<file path="src/rtl/useq_progmem_loader_pkg.sv">
// Shared constants for the micro-sequencer program-memory loader:
// fetch-port widths, default frame marker and loader state encodings.
package useq_progmem_loader_pkg;

  localparam int ADDR_W = 8;
  localparam int DATA_W = 8;

  localparam logic [7:0] SYNC_BYTE_DEF = 8'hA5;

  typedef enum logic [2:0] {
    ST_IDLE = 3'd0,
    ST_ADDR = 3'd1,
    ST_LEN  = 3'd2,
    ST_DATA = 3'd3,
    ST_CSUM = 3'd4,
    ST_HOLD = 3'd5
  } ldr_state_e;

endpackage

</file>
<file path="src/rtl/useq_progmem_loader_ram256.sv">
// 256x8 program RAM: synchronous write port for the loader, asynchronous
// read port for the sequencer fetch path. Contents are never reset.
module useq_ram256
  import useq_progmem_loader_pkg::*;
(
  input  logic              clk,
  input  logic              we,
  input  logic [ADDR_W-1:0] waddr,
  input  logic [DATA_W-1:0] wdata,
  input  logic [ADDR_W-1:0] raddr,
  output logic [DATA_W-1:0] rdata
);

  logic [DATA_W-1:0] r_mem [256];

  always_ff @(posedge clk) begin
    if (we) r_mem[waddr] <= wdata;
  end

  assign rdata = r_mem[raddr];

endmodule

</file>
<file path="src/rtl/useq_progmem_loader.sv">
// Program-memory responder plus framed byte-stream loader; holds the core in
// reset while loading. Define USEQ_LDR_CSUM_EN to add the trailing checksum byte.
module useq_progmem_loader
  import useq_progmem_loader_pkg::*;
#(
  parameter logic [7:0] SYNC_BYTE = SYNC_BYTE_DEF,
  parameter int         BOOT_HOLD = 4
) (
  input  logic              clk,
  input  logic              rst_n,
  input  logic [DATA_W-1:0] i_in_data,
  input  logic              i_in_valid,
  output logic              o_in_ready,
  input  logic [ADDR_W-1:0] i_mem_addr,
  output logic [DATA_W-1:0] o_mem_data,
  output logic              o_core_rst_n,
  output logic              o_busy,
  output logic              o_err
);

  ldr_state_e        r_state, w_state_nxt;
  logic [ADDR_W-1:0] r_ptr;
  logic [8:0]        r_rem;
  logic [7:0]        r_cnt;
  logic              r_core_rst_n;
  logic              r_busy;
  logic              w_acc;
  logic              w_we;
  logic              w_hold_done;
  logic              w_csum_ok;

  assign o_in_ready   = rst_n && (r_state != ST_HOLD);
  assign w_acc        = i_in_valid && o_in_ready;
  assign w_hold_done  = (r_cnt == 8'(BOOT_HOLD - 1));
  assign o_core_rst_n = r_core_rst_n;
  assign o_busy       = r_busy;

`ifdef USEQ_LDR_CSUM_EN
  logic [7:0] r_sum;
  logic       r_err;
  assign w_csum_ok = ((r_sum + i_in_data) == 8'h00);
  assign o_err     = r_err;
`else
  assign w_csum_ok = 1'b1;
  assign o_err     = 1'b0;
`endif

  always_ff @(posedge clk) begin
    if (!rst_n) r_state <= ST_IDLE;
    else        r_state <= w_state_nxt;
  end

  always_comb begin
    w_state_nxt = r_state;
    w_we        = 1'b0;
    case (r_state)
      ST_IDLE: if (w_acc && i_in_data == SYNC_BYTE) w_state_nxt = ST_ADDR;
      ST_ADDR: if (w_acc) w_state_nxt = ST_LEN;
      ST_LEN:  if (w_acc) w_state_nxt = ST_DATA;
      ST_DATA: begin
        if (w_acc) begin
          w_we = 1'b1;
`ifdef USEQ_LDR_CSUM_EN
          if (r_rem == 9'd1) w_state_nxt = ST_CSUM;
`else
          if (r_rem == 9'd1) w_state_nxt = ST_HOLD;
`endif
        end
      end
      ST_CSUM: if (w_acc) w_state_nxt = w_csum_ok ? ST_HOLD : ST_IDLE;
      ST_HOLD: if (w_hold_done) w_state_nxt = ST_IDLE;
      default: w_state_nxt = ST_IDLE;
    endcase
  end

  always_ff @(posedge clk) begin
    if (!rst_n) begin
      r_ptr        <= '0;
      r_rem        <= '0;
      r_cnt        <= '0;
      r_core_rst_n <= 1'b0;
      r_busy       <= 1'b0;
    end else begin
      case (r_state)
        ST_IDLE: begin
          if (w_acc && i_in_data == SYNC_BYTE) begin
            r_core_rst_n <= 1'b0;
            r_busy       <= 1'b1;
            r_cnt        <= '0;
          end
        end
        ST_ADDR: if (w_acc) r_ptr <= i_in_data;
        // LEN of zero encodes a full 256-byte page
        ST_LEN:  if (w_acc) r_rem <= {i_in_data == 8'h00, i_in_data};
        ST_DATA: begin
          if (w_acc) begin
            r_ptr <= r_ptr + 8'd1;
            r_rem <= r_rem - 9'd1;
          end
        end
        ST_CSUM: if (w_acc && !w_csum_ok) r_busy <= 1'b0;
        ST_HOLD: begin
          r_cnt <= r_cnt + 8'd1;
          if (w_hold_done) begin
            r_core_rst_n <= 1'b1;
            r_busy       <= 1'b0;
          end
        end
        default: ;
      endcase
    end
  end

`ifdef USEQ_LDR_CSUM_EN
  always_ff @(posedge clk) begin
    if (!rst_n) begin
      r_sum <= '0;
      r_err <= 1'b0;
    end else if (w_acc) begin
      case (r_state)
        ST_IDLE:         if (i_in_data == SYNC_BYTE) r_err <= 1'b0;
        ST_ADDR:         r_sum <= i_in_data;
        ST_LEN, ST_DATA: r_sum <= r_sum + i_in_data;
        ST_CSUM:         if (!w_csum_ok) r_err <= 1'b1;
        default: ;
      endcase
    end
  end
`endif

  useq_ram256 u_ram (
    .clk   (clk),
    .we    (w_we),
    .waddr (r_ptr),
    .wdata (i_in_data),
    .raddr (i_mem_addr),
    .rdata (o_mem_data)
  );

endmodule

</file>
<file path="config.mk">
export PLATFORM = sky130hd
export DESIGN_NAME = useq_progmem_loader
export DESIGN_NICKNAME = d
export VERILOG_FILES = /design/src/rtl/useq_progmem_loader_pkg.sv /design/src/rtl/useq_progmem_loader_ram256.sv /design/src/rtl/useq_progmem_loader.sv
export SDC_FILE = /design/constraint.sdc
export NUM_CORES = 2
export LEC_CHECK = 0
export CAP_MARGIN = 40
export CORE_ASPECT_RATIO = 0.75
export CORE_MARGIN = 2
export CORE_UTILIZATION = 36
export DETAILED_ROUTE_END_ITERATION = 12
export RECOVER_POWER = 100
export SYNTH_ARGS = -nofsm -noshare
export SYNTH_HDL_FRONTEND = slang
export SYNTH_SLANG_ARGS = --single-unit
</file>
<file path="constraint.sdc">
create_clock -name clk -period 6 [get_ports clk]
set_clock_uncertainty 0.1 [all_clocks]
set_input_delay 1.8 -clock clk [delete_from_list [all_inputs] [get_ports clk]]
set_output_delay 1.8 -clock clk [all_outputs]
set_load 0.02 [all_outputs]
</file>
## After elaboration in Yosys (flattened, before gate mapping)

Memory sizes are Yosys's and may differ from the RTL's.
Index checks and enable logic that the tools add are counted.

- Output and inout port bits: 12
- Flip-flop bits (word level): 30
- RAM bits: 2048
- Memories: 1
- Input bits: 19

Memories:

| memory | depth | bits a word | read ports | clocked after memory_dff | wr ports | RTL line | text |
|---|---|---|---|---|---|---|---|
| u_ram.r_mem | 256 | 8 | 1 | 0 | 1 | useq_progmem_loader_ram256.sv:14 | `logic [DATA_W-1:0] r_mem [256];` |

- Eq/ne operators: 16
- Muxes and demuxes: 26
- $add $sub $neg: 3
- Reduce and logical (&&, ||, !) cells: 13

Operators with widths:

| kind | count |
|---|---|
| case mux 8 bit (2 select lines) | 2 |
| 2-to-1 mux 8 bit | 3 |
| 2-to-1 mux 3 bit | 7 |
| 2-to-1 mux 9 bit | 2 |
| case mux 3 bit (6 select lines) | 1 |
| case mux 9 bit (2 select lines) | 1 |
| adder 8 x 1 -> 8 bit (second input constant) | 2 |
| != test 2 bit (second input constant) | 7 |
| equality test 9 x 1 -> 1 bit (second input constant) | 1 |
| AND reduction 3 bit | 3 |
| subtractor 9 x 1 -> 9 bit (second input constant) | 1 |
| equality test 8 x 2 -> 1 bit (second input constant) | 1 |
| equality test 8 bit (second input constant) | 1 |
| logical NOT 8 bit | 1 |
| 2-to-1 mux 1 bit | 8 |
| AND reduction 7 bit | 1 |
| equality test 3 x 2 -> 1 bit (second input constant) | 2 |
| equality test 3 bit (second input constant) | 2 |
| nonzero test 2 bit | 3 |
| case mux 1 bit (2 select lines) | 2 |
| equality test 3 x 1 -> 1 bit (second input constant) | 1 |
| logical AND 1 bit | 3 |
| logical NOT 3 bit | 1 |
| != test 3 bit (second input constant) | 1 |
| AND reduction 2 bit | 1 |

## Longest topological paths before layout

- Depth after elaboration: 7
- Depth in mapped cells: 12
- Gate-level depth less buffers: 7

## Modules after synthesis

From an unflattened synthesis, not the netlist that was laid out.

- Cells, all modules: 3960
- Area, all modules: 81244.2 um^2

Modules (own cells, without submodules):

| module | times used | cells an instance | area an instance (um^2) |
|---|---|---|---|
| useq_ram256 | 1 | 3725 | 79396.1 |
| useq_progmem_loader | 1 | 235 | 1848.0 |

## Worst setup path after synthesis

OpenSTA, ideal clock, no wires.

- Path type: input to output
- From: input i_mem_addr[0]
- To: output o_mem_data[1]
- Path buffers: 5
- Data required time: 4100 ps
- Arrival: 3865 ps
- Setup slack: 235 ps
- Cell stages on the path: 10
- Path through: buf_6 buf_12 buf_12 buf_12 buf_12 mux2i_1 o221ai_1 nor2_1 o31a_1 nor4_1

- Word-level cells in the longest chain between the ends: 1

Ends and longest elaborated chain:

| element | RTL line | text |
|---|---|---|
| start: declaration | useq_progmem_loader.sv:14 | `input logic [ADDR_W-1:0] i_mem_addr,` |
| memory (256 x 8 bit) | - |  |
| end: declaration | useq_progmem_loader.sv:15 | `output logic [DATA_W-1:0] o_mem_data,` |

Every way passes these cells.

## Worst setup path in the final report

Same ends and word-level chain as after synthesis.

==> flow_metrics.py <==
metrics = {
    "synth": {
        "synthArstFlopShare_pct": 0,
        "syn_inst": 4080,
        "synth_largest_area_cell": "edfxtp_1",
        "synth_area_um2": 81300,
        "ys_warn_count": 0,
        "synth.net_count": 4106,
        "synth_flop_cell": "edfxtp_1",
        "yosysTopAreaCellShare_pct": 75.7,
        "synth_seq_cells": 2078,
        "synth_edf_count": 2048,
        "ys_seq_area_share_pct": 76.4,
        "synth.most_common_cell": "edfxtp_1",
        "synthDistinctLibCells": 71,
        "avgSynthCellArea_um2": 19.9,
        "synthTopCellsByArea": "edfxtp_1 76%, mux4_2 11%, mux2i_1 1.7%",
        "synth_common_cells": "2048 x edfxtp_1, 401 x mux4_2, 317 x nor2_1",
    },
    "timing": {
        "tightest_slew_ns": 4.47,
        "period_share_pct": 105,
        "setup_tns_ns": -1.78,
        "relSlewSlack_pct": -198,
        "slew_violations": 1570,
        "period_needed_ns": 6.32,
        "holdWs_ns": 0.387,
        "fin_ws_ns": -0.320,
        "hold_violations": 0,
        "max_clock_freq_mhz": 158,
        "setup_viol": 8,
        "rsz0062_at_grt": "yes",
    },
    "power_and_ir_drop": {
        "cellPowerDensity_nw_per_um2": 309,
        "switching_share_pct": 21.7,
        "p_clk_share_pct": 40.3,
        "p_int_mw": 23.5,
        "pwr-share-comb_pct": 6.5,
        "ir_drop_mv": 0.225,
        "p_sw_mw": 6.51,
        "leakagePower_nw": 30.6,
        "seqPwrFrac_pct": 53.2,
    },
    "global_route": {
        "grt_use_met2_pct": 26.9,
        "grt_overflow": 0,
        "grt_pass1_wl_um": 319000,
        "met3_usage_pct": 5.12,
        "track_usage_pct": 19.1,
        "grt_pass1_vias": 43000,
        "top_usage_layer": "met1",
        "grt_max_degree": 203,
        "antenna_found_initial": 5,
        "use_met1_pct": 29.5,
    },
    "cts": {
        "clk_latency_ns": 0.82,
        "clk_pin_slew_ns": 0.06,
        "tritoncts": "done",
        "numCtsBuffers": 200,
        "h-tree-depth": 4,
        "cts-root-buf": "clkbuf_16",
        "clock_path_buffers": 4,
        "cts.sinks": 2078,
        "hold_buffers": 0,
    },
    "critical_path": {
        "crit_family": "buffers and inverters",
        "cp-end-kind": "output pin",
        "crit_type": "input port to output pin",
        "max_stage_delay_ns": 0.64,
        "slowest_stage": "nor4_4",
        "crit_chain": "buf_16, buf_16, buf_16, buf_12, buf_16, mux4_2, a22oi_2, a21oi_4, nor4_4, nor4_4, buf_4",
        "cpMostUsedCell": "buf_16",
        "crit_buf_inv": 6,
        "cp.required_ns": 4.10,
        "crit_fanout": 8,
        "r2r_slack_ns": 1.19,
        "start_kind": "input port",
        "arrival_ns": 4.42,
    },
    "detailed_routing": {
        "viasPerCell": 5.62,
        "drtPass1Iterations": 6,
        "wire_per_inst_um": 28.5,
        "drc_errors": 0,
        "drt_wl_total_um": 223000,
        "drt_iter0_drc": 5843,
        "postRouteAntennaNets": 0,
        "vias": 44100,
    },
    "finish": {
        "area_delta_synth_final_pct": 19.5,
        "seq_area_um2": 62100,
        "fillerInstances": 19500,
        "layout-drive-gt1-share_pct": 28.9,
        "finalNonFillerCells": 7847,
        "multiInputGateArea_um2": 19000,
        "fin_nets": 4737,
    },
    "status": {
        "violations": "capacitance limit, slew limit, setup timing",
        "status": "complete, but fails checks",
    },
    "floorplanning": {
        "initial_core_util_pct": 36.1,
        "die_h_um": 415,
        "core_um2": 225000,
        "boundaryPins": 31,
        "die-area_um2": 230000,
        "num_rows": 151,
        "die_w_um": 553,
    },
    "placement": {
        "dp_slack_ns": -1.55,
        "globalplace.congestion": 0.888,
        "dp.cells": 7379,
        "port_buffers": 29,
        "hpwl_um": 137000,
    },
    "flow_run": {
        "max_cap_violations": 25,
    },
    "worst_hold_path": {
        "hold_class": "flop to flop",
    },
}
## metal layers
| layer | routed length [µm] | vias to the layer above |
|---|---|---|
| met2 | 95200 | 2305 |
| li1 | - | 18200 |
| met5 | 13 | - |
| met3 | 25600 | 279 |
| met1 | 98500 | 23300 |
| met4 | 4250 | 2 |
## cells by family after synthesis
| group | after synthesis | synth area share, % |
|---|---|---|
| simple gates | 631 | 3.44 |
| flops | 2078 | 76.4 |
| buf+inv | 252 | 1.90 |
| mux | 578 | 13.7 |
| compound gates | 532 | 4.43 |
| other cells | 1 | 0.00461 |
| fa+ha+maj | 8 | 0.120 |
## stage by stage
step                total power, mW  instance area, µm²  utilization, %
floorplan                      17.0               81300               -
global placement               17.9               88300            39.2
detailed placement             17.9               88500            39.3
CTS                            30.1               97300            43.2
global route                   30.9               97100            43.1
finish                         30.0               97100            43.1
## sequential cells by signal (all words and copies together), names as in the netlist
name	count
o_busy	1
o_core_rst_n	1
r_cnt	8
r_ptr	8
r_rem	9
r_state	3
u_ram.r_mem	2048
## power groups by stage
| stage | Combinational [mW] | Sequential [mW] | Clock, mW |
|---|---|---|---|
| floorplan | 0.770 | 16.3 | 0 |
| global placement | 1.63 | 16.3 | 0 |
| detailed placement | 1.64 | 16.3 | 0 |
| CTS | 1.90 | 15.9 | 12.3 |
| global route | 2.04 | 16.0 | 12.9 |
| finish | 1.95 | 16.0 | 12.1 |
## what timing repair did
item | in CTS | in global routing
resized for setup | 322 | 88
setup endpoints to repair | 8 | 8
pin swaps | 56 | 48
buffers inserted | 65 | 29
cloned | 23 | 3
## final cells by class
cell class | count | area share [%]
Antenna cell | 2 | 0.00515
Clock buffer | 247 | 5.49
Clock inverter | 106 | 0.844
Inverter | 10 | 0.0399
Multi-Input combinational cell | 1750 | 19.5
Sequential cell | 2078 | 63.9
Tap cell | 2983 | 3.84
Timing Repair Buffer | 671 | 6.35
## path summary, 6_finish.rpt
check | from | to | cells after the start
hold / removal | o_busy$_SDFFE_PN0P_ | o_busy$_SDFFE_PN0P_ | 2
setup / recovery | i_mem_addr[0] | o_mem_data[1] | 11
hold reg to reg | o_busy$_SDFFE_PN0P_ | o_busy$_SDFFE_PN0P_ | 2
setup reg to reg | r_state[2]$_SDFFE_PN0P_ | u_ram.r_mem[2][2]$_DFFE_PP_ | 6
## placed cells by master, fill, tap and decap left out, types with 9 or more instances in the layout
master | Yosys | routed
a211oi_1 | 37 | 17
a211oi_2 | 0 | 15
a21oi_1 | 137 | 99
a21oi_2 | 0 | 28
a21oi_4 | 0 | 10
a22o_1 | 10 | 9
a22oi_1 | 148 | 102
a22oi_2 | 0 | 46
a31oi_1 | 21 | 15
and2_1 | 18 | 9
and3_1 | 18 | 18
buf_12 | 7 | 43
buf_16 | 0 | 36
buf_4 | 21 | 330
buf_6 | 31 | 48
buf_8 | 7 | 11
bufinv_16 | 0 | 11
clkbuf_1 | 100 | 213
clkbuf_16 | 0 | 209
clkinv_1 | 2 | 47
clkinv_2 | 0 | 33
clkinvlp_4 | 0 | 9
dfxtp_1 | 30 | 30
edfxtp_1 | 2048 | 2048
mux2_2 | 19 | 19
mux2i_1 | 139 | 138
mux4_1 | 19 | 11
mux4_2 | 401 | 409
nand2_1 | 125 | 114
nand2_2 | 0 | 9
nand2b_1 | 14 | 11
nand3_1 | 42 | 37
nand4_1 | 15 | 15
nor2_1 | 317 | 307
nor2b_1 | 27 | 22
nor3_1 | 22 | 17
o21ai_0 | 51 | 46
o221ai_1 | 36 | 25
o221ai_2 | 1 | 12
o22ai_1 | 32 | 25
## tightest hold or removal path: stages, from the launching register on
cell	delay [ns]
dfxtp_1	0.31
nand2_1	0.05
a21boi_0	0.08
No activity file was read; power rests on OpenSTA's default activity.
